--- src/rtl/blackjack_pkg.sv ---
// blackjack_pkg: deck constants, card types, dealer states and point helper shared by the BlackJack blocks.
package blackjack_pkg;
    localparam int DECK_SIZE = 52;
    localparam int CARDS_PER_SUIT = 13;
    typedef logic [5:0] card_index_t;
    localparam card_index_t LAST_CARD = 6'(DECK_SIZE - 1);
    typedef enum logic [1:0] {HEARTS, DIAMONDS, CLUBS, SPADES} suit_t;
    typedef enum logic [2:0] {IDLE, FETCH, CHECK, PROBE, DEAL} dealer_state_t;
    function automatic logic [3:0] card_points(input logic [3:0] rank);
        return rank == 4'd1 ? 4'd11 : rank > 4'd10 ? 4'd10 : rank;
    endfunction
endpackage

--- src/rtl/card_decoder.sv ---
// card_decoder: combinational card index to rank, suit and BlackJack point value.
module card_decoder
    import blackjack_pkg::*;
(
    input  card_index_t index_i,
    output logic [3:0]  rank_o,
    output suit_t       suit_o,
    output logic [3:0]  points_o
);
    logic [5:0] base;
    always_comb begin
        base = index_i >= 6'd39 ? 6'd39 : index_i >= 6'd26 ? 6'd26 : index_i >= 6'd13 ? 6'd13 : 6'd0;
        suit_o = index_i >= 6'd39 ? SPADES : index_i >= 6'd26 ? CLUBS : index_i >= 6'd13 ? DIAMONDS : HEARTS;
        rank_o = 4'(index_i - base + 6'd1);
        points_o = card_points(rank_o);
    end
endmodule

--- src/rtl/card_dealer.sv ---
// card_dealer: draws cards without replacement from one deck using random draws with a bounded linear-probe fallback.
module card_dealer
    import blackjack_pkg::*;
#(
    parameter int RAND_WIDTH = 6,
    parameter int MAX_RETRIES = 8
) (
    input  logic                  clk_i,
    input  logic                  reset_i,
    input  logic                  new_deck_i,
    input  logic                  deal_req_i,
    input  logic [RAND_WIDTH-1:0] rand_value_i,
    output logic                  rand_request_o,
    output logic                  card_valid_o,
    output logic [3:0]            card_rank_o,
    output logic [1:0]            card_suit_o,
    output logic [3:0]            card_points_o,
    output logic [5:0]            cards_left_o,
    output logic                  deck_empty_o,
    output logic                  busy_o
);
    dealer_state_t state_q, state_d;
    card_index_t   cand_q, cand_d, nxt_idx;
    logic [7:0]    retry_q, retry_d;
    logic [51:0]   used_q;
    logic [5:0]    left_q;
    logic [3:0]    rank_q, points_q, dec_rank, dec_points;
    logic [1:0]    suit_q;
    suit_t         dec_suit;
    logic          hit;

    card_decoder u_dec (
        .index_i (cand_q),
        .rank_o  (dec_rank),
        .suit_o  (dec_suit),
        .points_o(dec_points)
    );

    assign nxt_idx = cand_q >= LAST_CARD ? '0 : cand_q + 6'd1;
    assign hit = cand_q <= LAST_CARD && !used_q[cand_q];

    always_comb begin
        state_d = state_q;
        cand_d = cand_q;
        retry_d = retry_q;
        case (state_q)
            IDLE: if (deal_req_i && !deck_empty_o) begin
                state_d = FETCH;
                retry_d = '0;
            end
            FETCH: begin
                cand_d = rand_value_i[5:0];
                state_d = CHECK;
            end
            CHECK: if (hit) state_d = DEAL;
            else begin
                retry_d = retry_q + 8'd1;
                state_d = retry_d == 8'(MAX_RETRIES) ? PROBE : FETCH;
                cand_d = retry_d == 8'(MAX_RETRIES) ? nxt_idx : cand_q;
            end
            PROBE: if (hit) state_d = DEAL;
            else cand_d = nxt_idx;
            default: state_d = IDLE;
        endcase
        if (new_deck_i) state_d = IDLE;
    end

    always_ff @(posedge clk_i) begin
        if (reset_i) begin
            state_q <= IDLE;
            cand_q <= '0;
            retry_q <= '0;
            used_q <= '0;
            left_q <= 6'(DECK_SIZE);
            rank_q <= '0;
            suit_q <= '0;
            points_q <= '0;
        end else begin
            state_q <= state_d;
            cand_q <= cand_d;
            retry_q <= retry_d;
            if (new_deck_i) begin
                used_q <= '0;
                left_q <= 6'(DECK_SIZE);
            end else if (state_q == DEAL) begin
                used_q[cand_q] <= 1'b1;
                left_q <= left_q - 6'd1;
            end
            // Load the card as DEAL is entered so it is visible alongside card_valid.
            if (state_d == DEAL) begin
                rank_q <= dec_rank;
                suit_q <= dec_suit;
                points_q <= dec_points;
            end
        end
    end

    assign rand_request_o = state_q == FETCH;
    assign card_valid_o = state_q == DEAL;
    assign card_rank_o = rank_q;
    assign card_suit_o = suit_q;
    assign card_points_o = points_q;
    assign cards_left_o = left_q;
    assign deck_empty_o = left_q == 6'd0;
    assign busy_o = state_q != IDLE;
endmodule

--- config.mk ---
export PLATFORM = sky130hd
export DESIGN_NAME = card_dealer
export DESIGN_NICKNAME = d
export VERILOG_FILES = /design/src/rtl/blackjack_pkg.sv /design/src/rtl/card_decoder.sv /design/src/rtl/card_dealer.sv
export SDC_FILE = /design/constraint.sdc
export NUM_CORES = 1
export LEC_CHECK = 0
export CAP_MARGIN = 20
export CORE_ASPECT_RATIO = 1.5
export CORE_MARGIN = 5
export CORE_UTILIZATION = 34
export DETAILED_ROUTE_END_ITERATION = 8
export HOLD_SLACK_MARGIN = 0.1
export RECOVER_POWER = 50
export SKIP_LAST_GASP = 1
export SYNTH_ARGS = -nofsm -noshare
export SYNTH_HDL_FRONTEND = slang
export SYNTH_HIERARCHICAL = 1
export SYNTH_SLANG_ARGS = --single-unit
--- constraint.sdc ---
create_clock -name clk_i -period 4.96 [get_ports clk_i]
set_input_delay 0.992 -clock clk_i [delete_from_list [all_inputs] [get_ports clk_i]]
set_output_delay 0.992 -clock clk_i [all_outputs]
set_load 0.01 [all_outputs]
# After elaboration in Yosys (flattened, before gate mapping)
# Cells that the tools add are included.
dict set report classes {
  addsub 5
  magnitude_cmp 8
  eq_ne 11
  mux 26
  bitwise_logic 1
  n_reduce_logical 13
}
# op n
set ops {}
lappend ops {{$or A52 B52 Y52} 1}
lappend ops {{$mux W6} 4}
lappend ops {{$mux W4} 5}
lappend ops {{$pmux W6 S3} 1}
lappend ops {{$mux W8} 2}
lappend ops {{$pmux W8 S2} 1}
lappend ops {{$ge A6 B6 Y1 const B} 2}
lappend ops {{$mux W3} 4}
lappend ops {{$pmux W3 S4} 1}
lappend ops {{$add A8 B1 Y8 const B} 1}
lappend ops {{$eq A8 B4 Y1 const B} 1}
lappend ops {{$ne A2 B2 Y1 const B} 4}
lappend ops {{$lt A6 B7 Y1 const B} 1}
lappend ops {{$add A6 B1 Y6 const B} 1}
lappend ops {{$bmux W1 S6} 1}
lappend ops {{$demux W1 S6} 1}
lappend ops {{$eq A3 B2 Y1 const B} 2}
lappend ops {{$eq A3 B3 Y1 const B} 2}
lappend ops {{$ge A6 B1 Y1 const B} 1}
lappend ops {{$ge A6 B4 Y1 const B} 1}
lappend ops {{$ge A6 B5 Y1 const B} 1}
lappend ops {{$le A6 B6 Y1 const B} 1}
lappend ops {{$logic_not A6 Y1} 1}
lappend ops {{$mux W2} 3}
lappend ops {{other kinds (15)} 21}
dict set report totals {
  reg_bits 85
  in_bits 10
  out_inout_bits 20
  word_cells 72
}

# Longest topological paths before layout
dict set report depth {
  word_depth 9
  ltp_mapped 13
}

# Cells and area by module
# The synthesis kept the hierarchy.
# module instances cells_each area_each_um2
set by_module_without_submodules {}
lappend by_module_without_submodules {card_dealer 1 467 4020.1}
lappend by_module_without_submodules {card_decoder 1 33 232.7}

# Least setup slack after synthesis
# OpenSTA, ideal clock, no wires.
dict set report synth_path {
  kind {register -> register}
  startpoint {register cand_q[1]}
  endpoint {register points_q[1] (netlist: card_points_o[1])}
  setup_time_ns 0.072
  arrival_ns 2.692
  slack_ns 2.197
  path_stages_with_launch 13
  n_path_buf 0
  path_cell_list {dfxtp_1 > o21ai_0 > o21ai_0 > a222oi_1 > ha_1 > fa_1 > xor2_1 > xnor2_1 > xnor2_1 > nand3_1 > o211ai_1 > nand2_1 > mux2i_1}
}
dict set report synth_via {
  elab_chain_len 9
  elab_cells_between_ends 22
}
# item line_no
set synth_rtl {}
lappend synth_rtl {{from (decl)} card_dealer.sv:23} ;# card_index_t cand_q, cand_d, nxt_idx;
lappend synth_rtl {{from (signal assigned)} card_dealer.sv:80} ;# cand_q <= cand_d;
lappend synth_rtl {{$ge A6 B4 Y1} card_decoder.sv:12} ;# base = index_i >= 6'd39 ? 6'd39 : index_i >= 6'd26 ? 6'd26 : index_i >= 6'd13 ? 6'd13 : 6'd0;
lappend synth_rtl {{$mux W4 (3 in a row)} card_decoder.sv:12}
lappend synth_rtl {{$sub A4 B4 Y4 *} card_decoder.sv:14} ;# rank_o = 4'(index_i - base + 6'd1);
lappend synth_rtl {{$add A4 B1 Y4 *} card_decoder.sv:14}
lappend synth_rtl {{$gt A4 B4 Y1} blackjack_pkg.sv:10} ;# return rank == 4'd1 ? 4'd11 : rank > 4'd10 ? 4'd10 : rank;
lappend synth_rtl {{$mux W4} blackjack_pkg.sv:10}
lappend synth_rtl {{$mux W4 *} blackjack_pkg.sv:10}
lappend synth_rtl {{net dec_points[1]} card_dealer.sv:27} ;# logic [3:0] rank_q, points_q, dec_rank, dec_points;
lappend synth_rtl {{to (signal assigned)} card_dealer.sv:93} ;# points_q <= dec_points;
lappend synth_rtl {{to (decl)} card_dealer.sv:27}
# The timed path passes the listed nets; every way through them passes the cells marked *. The select of a mux whose other input is x is not followed.
# A chain may end at the register's enable or synchronous reset.

==> flow_metrics.env <==
export IMPL_grt_pass1_wl_microns=17260
export IMPL_tns_ns=0
export IMPL_ant_nets=0
export IMPL_crit_family="buffers and inverters"
export IMPL_place_congestion=0.8571
export IMPL_cp_max_fo=28
export IMPL_area_growth_syn_to_layout_pct=15.56
export IMPL_synth_edff_count=0
export IMPL_critPathLaunchType="primary input"
export IMPL_port_buffers=29
export IMPL_r2r_cells=7
export IMPL_outcome="complete, no violations"
export IMPL_final_max_slew_viol_count=0
export IMPL_cts_tree="built"
export IMPL_synth_cells=500
export IMPL_clk_latency_ns=0.34
export IMPL_place_hpwl_microns=7506
export IMPL_grt_max_degree=59
export IMPL_min_from="card_rank_o[3]"
export IMPL_timing_max_cap_violations=0
export IMPL_crit_arrival_ns=3.83
export IMPL_yosysSeqAreaShare_pct=40.01
export IMPL_ir_worst_vdd_mv=0.1528
export IMPL_vias=3607
export IMPL_yosys_area_top_type="dfxtp_1"
export IMPL_synth_compound_area_share_pct=17.36
export IMPL_io_pins=30
export IMPL_num_rows=50
export IMPL_dr_pass1_iters=4
export IMPL_cellPowerDensity_nw_per_um2=289.3
export IMPL_final_common_cell="nor2_1"
export IMPL_diodes=0
export IMPL_cts_buffers=9
export IMPL_overflow=0
export IMPL_grt_usage_pct=14.32
export IMPL_ys_flop_type="dfxtp_1"
export IMPL_core_sq_um=12390
export IMPL_finalSetupViolations=0
export IMPL_start_util_pct=34.33
export IMPL_clkTransAtPathRegs_ns=0.06
export IMPL_worst_path_buf_inv=3
export IMPL_postCtsResizedCells=0
export IMPL_fin_nets=536
export IMPL_finalCriticalPeriod_ns=3.633
export IMPL_holdWs_ns=0.4570
export IMPL_rr_startpoint="cand_q[0]"
export IMPL_syn_area_per_cell_sq_um=8.506
export IMPL_cts_sinks=85
export IMPL_drive_above_1_share_pct=8.445
export IMPL_r2r_slack_ns=1.42
export IMPL_synth_seq_cells=85
export IMPL_criticalPathCategory="in2reg"
export IMPL_switching_power_uw=354.7
export IMPL_cts_buffer_depth=2
export IMPL_synth_top_cells_by_area="dfxtp_1 (40%), nor2_1 (7.8%), a21oi_1 (6.7%)"
export IMPL_cts_hold_buf=0
export IMPL_synth_simple_gate_area_share_pct=23.10
export IMPL_hold_violations=0
export IMPL_syn_area_sq_um=4253
export IMPL_vias_per_cell=5.328
export IMPL_synth_top_area_share_pct=40.01
export IMPL_final_cell_mix="nor2_1 (88), dfxtp_1 (85), a21oi_1 (57)"
export IMPL_clock_skew_ns=0.009033
export IMPL_synth_distinct_cells=67
export IMPL_totalWireLength_microns=10550
export IMPL_yosysWarnings=6
export IMPL_slowest_stage="clkinv_1"
export IMPL_whs_path_depth=2
export IMPL_die_w_microns=101.3
export IMPL_slew_headroom_pct=28.90
export IMPL_post_dp_cell_area_sq_um=4596
export IMPL_max_stage_delay_ns=0.88
export IMPL_r2r_end="card_points_o[0]"
export IMPL_holdPathEnd="card_rank_o[3]"
export IMPL_worstMarginPinSlew_ns=1.058
export IMPL_crit_chain="dlygate4sd3_1 -> clkbuf_1 -> clkinv_1 -> and3_1 -> mux2i_1 -> o41ai_1"
export IMPL_root_buffer="clkbuf_16"
export IMPL_pwr_share_seq_pct=49.1
export IMPL_synth_nets=520
export IMPL_intPower_uw=1067
export IMPL_die_area_sq_um=14890
export IMPL_period_share_pct=73.25
export IMPL_drc_errors=0
export IMPL_rsz0062_at_grt="no"
export IMPL_fin_area_sq_um=4915
export IMPL_min_path_type="reg2reg"
export IMPL_htree_levels=3
export IMPL_synthMuxAreaShare_pct=9.267
export IMPL_drt_iter0_drc=229
export IMPL_cp_required_ns=5.15
export IMPL_synth_top_family_by_area="simple AND/OR/NAND/NOR gates"
export IMPL_antenna_found_initial=0
export IMPL_fill_cells=1282
export IMPL_synth_adder_area_share_pct=3.119
export IMPL_pwr_share_comb_pct=7.7
export IMPL_synth_xor_area_share_pct=1.853
export IMPL_die_y_microns=147.0
export IMPL_grt_pass1_vias=3483
export IMPL_synthArstFlopShare_pct=0
export IMPL_pwr_share_clk_pct=43.3
export IMPL_cts_setup_buffers=0
export IMPL_p_sw_share_pct=24.94
export IMPL_fmax_ghz=0.2752
export IMPL_end_kind="flop"
export IMPL_leakage_uw=0.001741
export IMPL_routedWlPerCell_microns=15.58
worst max-delay path by stage:
stage	to	startpoint	cells after the start	slack (ns)
6_report	retry_q[2]	reset_i	6	1.33
5_1_grt	retry_q[3]	reset_i	6	1.11
4_1_cts	retry_q[0]	cand_q[1]	7	1.33
3_5_place_dp	card_points_o[1]	cand_q[1]	11	1.34
3_3_place_gp	card_points_o[1]	cand_q[1]	11	1.45
2_1_floorplan	card_points_o[1]	cand_q[1]	12	2.20
worst min-delay path: cells and delay by family (launching register included):
family	cells	cell delay [ns]
muxes	1	0.05
and+or+nand+nor	1	0.05
DFF	1	0.30
sequential cells by signal, summed over array words and instances (netlist names):
| register | cells |
|---|---|
| cand_q | 6 |
| card_points_o | 4 |
| card_rank_o | 4 |
| card_suit_o | 2 |
| cards_left_o | 6 |
| retry_q | 8 |
| state_q | 3 |
| used_q | 52 |
synthesized netlist by cell type (2+ instances only):
master     n
mux2_2     3
nor3b_2    2
nand3_2    2
or3_1      3
nor2b_1    3
nor3_1    10
a21oi_1   57
o21ai_1    2
xor2_1     2
nor4b_1    2
a31oi_1    9
ha_1       9
buf_2      5
xnor2_1    7
inv_1     14
nand3_1   11
nand2b_1   6
a221oi_1   2
mux4_2     3
dfxtp_1   85
nor3b_1    3
or2_2      3
and2b_4    2
nor2_1    88
and3_1    12
and2_1     2
mux2i_1   24
o211ai_1   2
clkbuf_1  15
nand2_1   45
o21ai_0   12
nor4_1     4
mux4_1     2
buf_4      4
buf_6      4
o31ai_1    2
a211oi_1   8
clkinv_1   2
cells by family (layout without fill, tap and decap cells):
logic type / Yosys count / in the layout
AO/OA/AOI/OAI: 113 / 113
XOR/XNOR: 9 / 9
adder cells (fa/ha/maj): 10 / 10
buffers and inverters: 46 / 67
flip-flops: 85 / 85
multiplexers: 32 / 32
AND/OR/NAND/NOR: 205 / 205
layout make-up:
class / instances / area (sq um) / share of cell area (%)
clock inverters: 6 / 38.79 / 0.7892
clock buffers: 10 / 229.0 / 4.659
well taps: 156 / 195.2 / 3.971
repair buffers: 35 / 364.1 / 7.408
inverters: 16 / 60.06 / 1.222
multi-input cells: 369 / 2326 / 47.33
flip-flops and latches: 85 / 1702 / 34.62
through the flow:
stage               setup WS (ns)  power, uW  instances  util [%]
floorplan                   2.197      791.7        500         -
global placement            1.447      817.1        658     37.10
detailed placement          1.344      819.4        658     37.10
CTS                         1.331       1432        674     39.26
global route                1.110       1475        677     39.68
finish                      1.327       1422        677     39.68
per-layer routing:
layer / vias up / track usage [%] / wire (microns)
met5: - / 0 / 0
met4: 0 / 5.722 / 285
met3: 24 / 2.470 / 374
met2: 70 / 25.52 / 5589
met1: 1716 / 16.62 / 4296
li1: 1797 / - / -
power groups by stage:
stage | Clock (uW) | Combinational (uW) | Sequential (uW)
6_report | 615 | 109 | 698
5_1_grt | 655 | 122 | 698
4_1_cts | 628 | 105 | 699
3_5_place_dp | 0 | 105 | 715
3_3_place_gp | 0 | 103 | 714
2_1_floorplan | 0 | 87.3 | 704
Power figures use the tool's default switching activity.
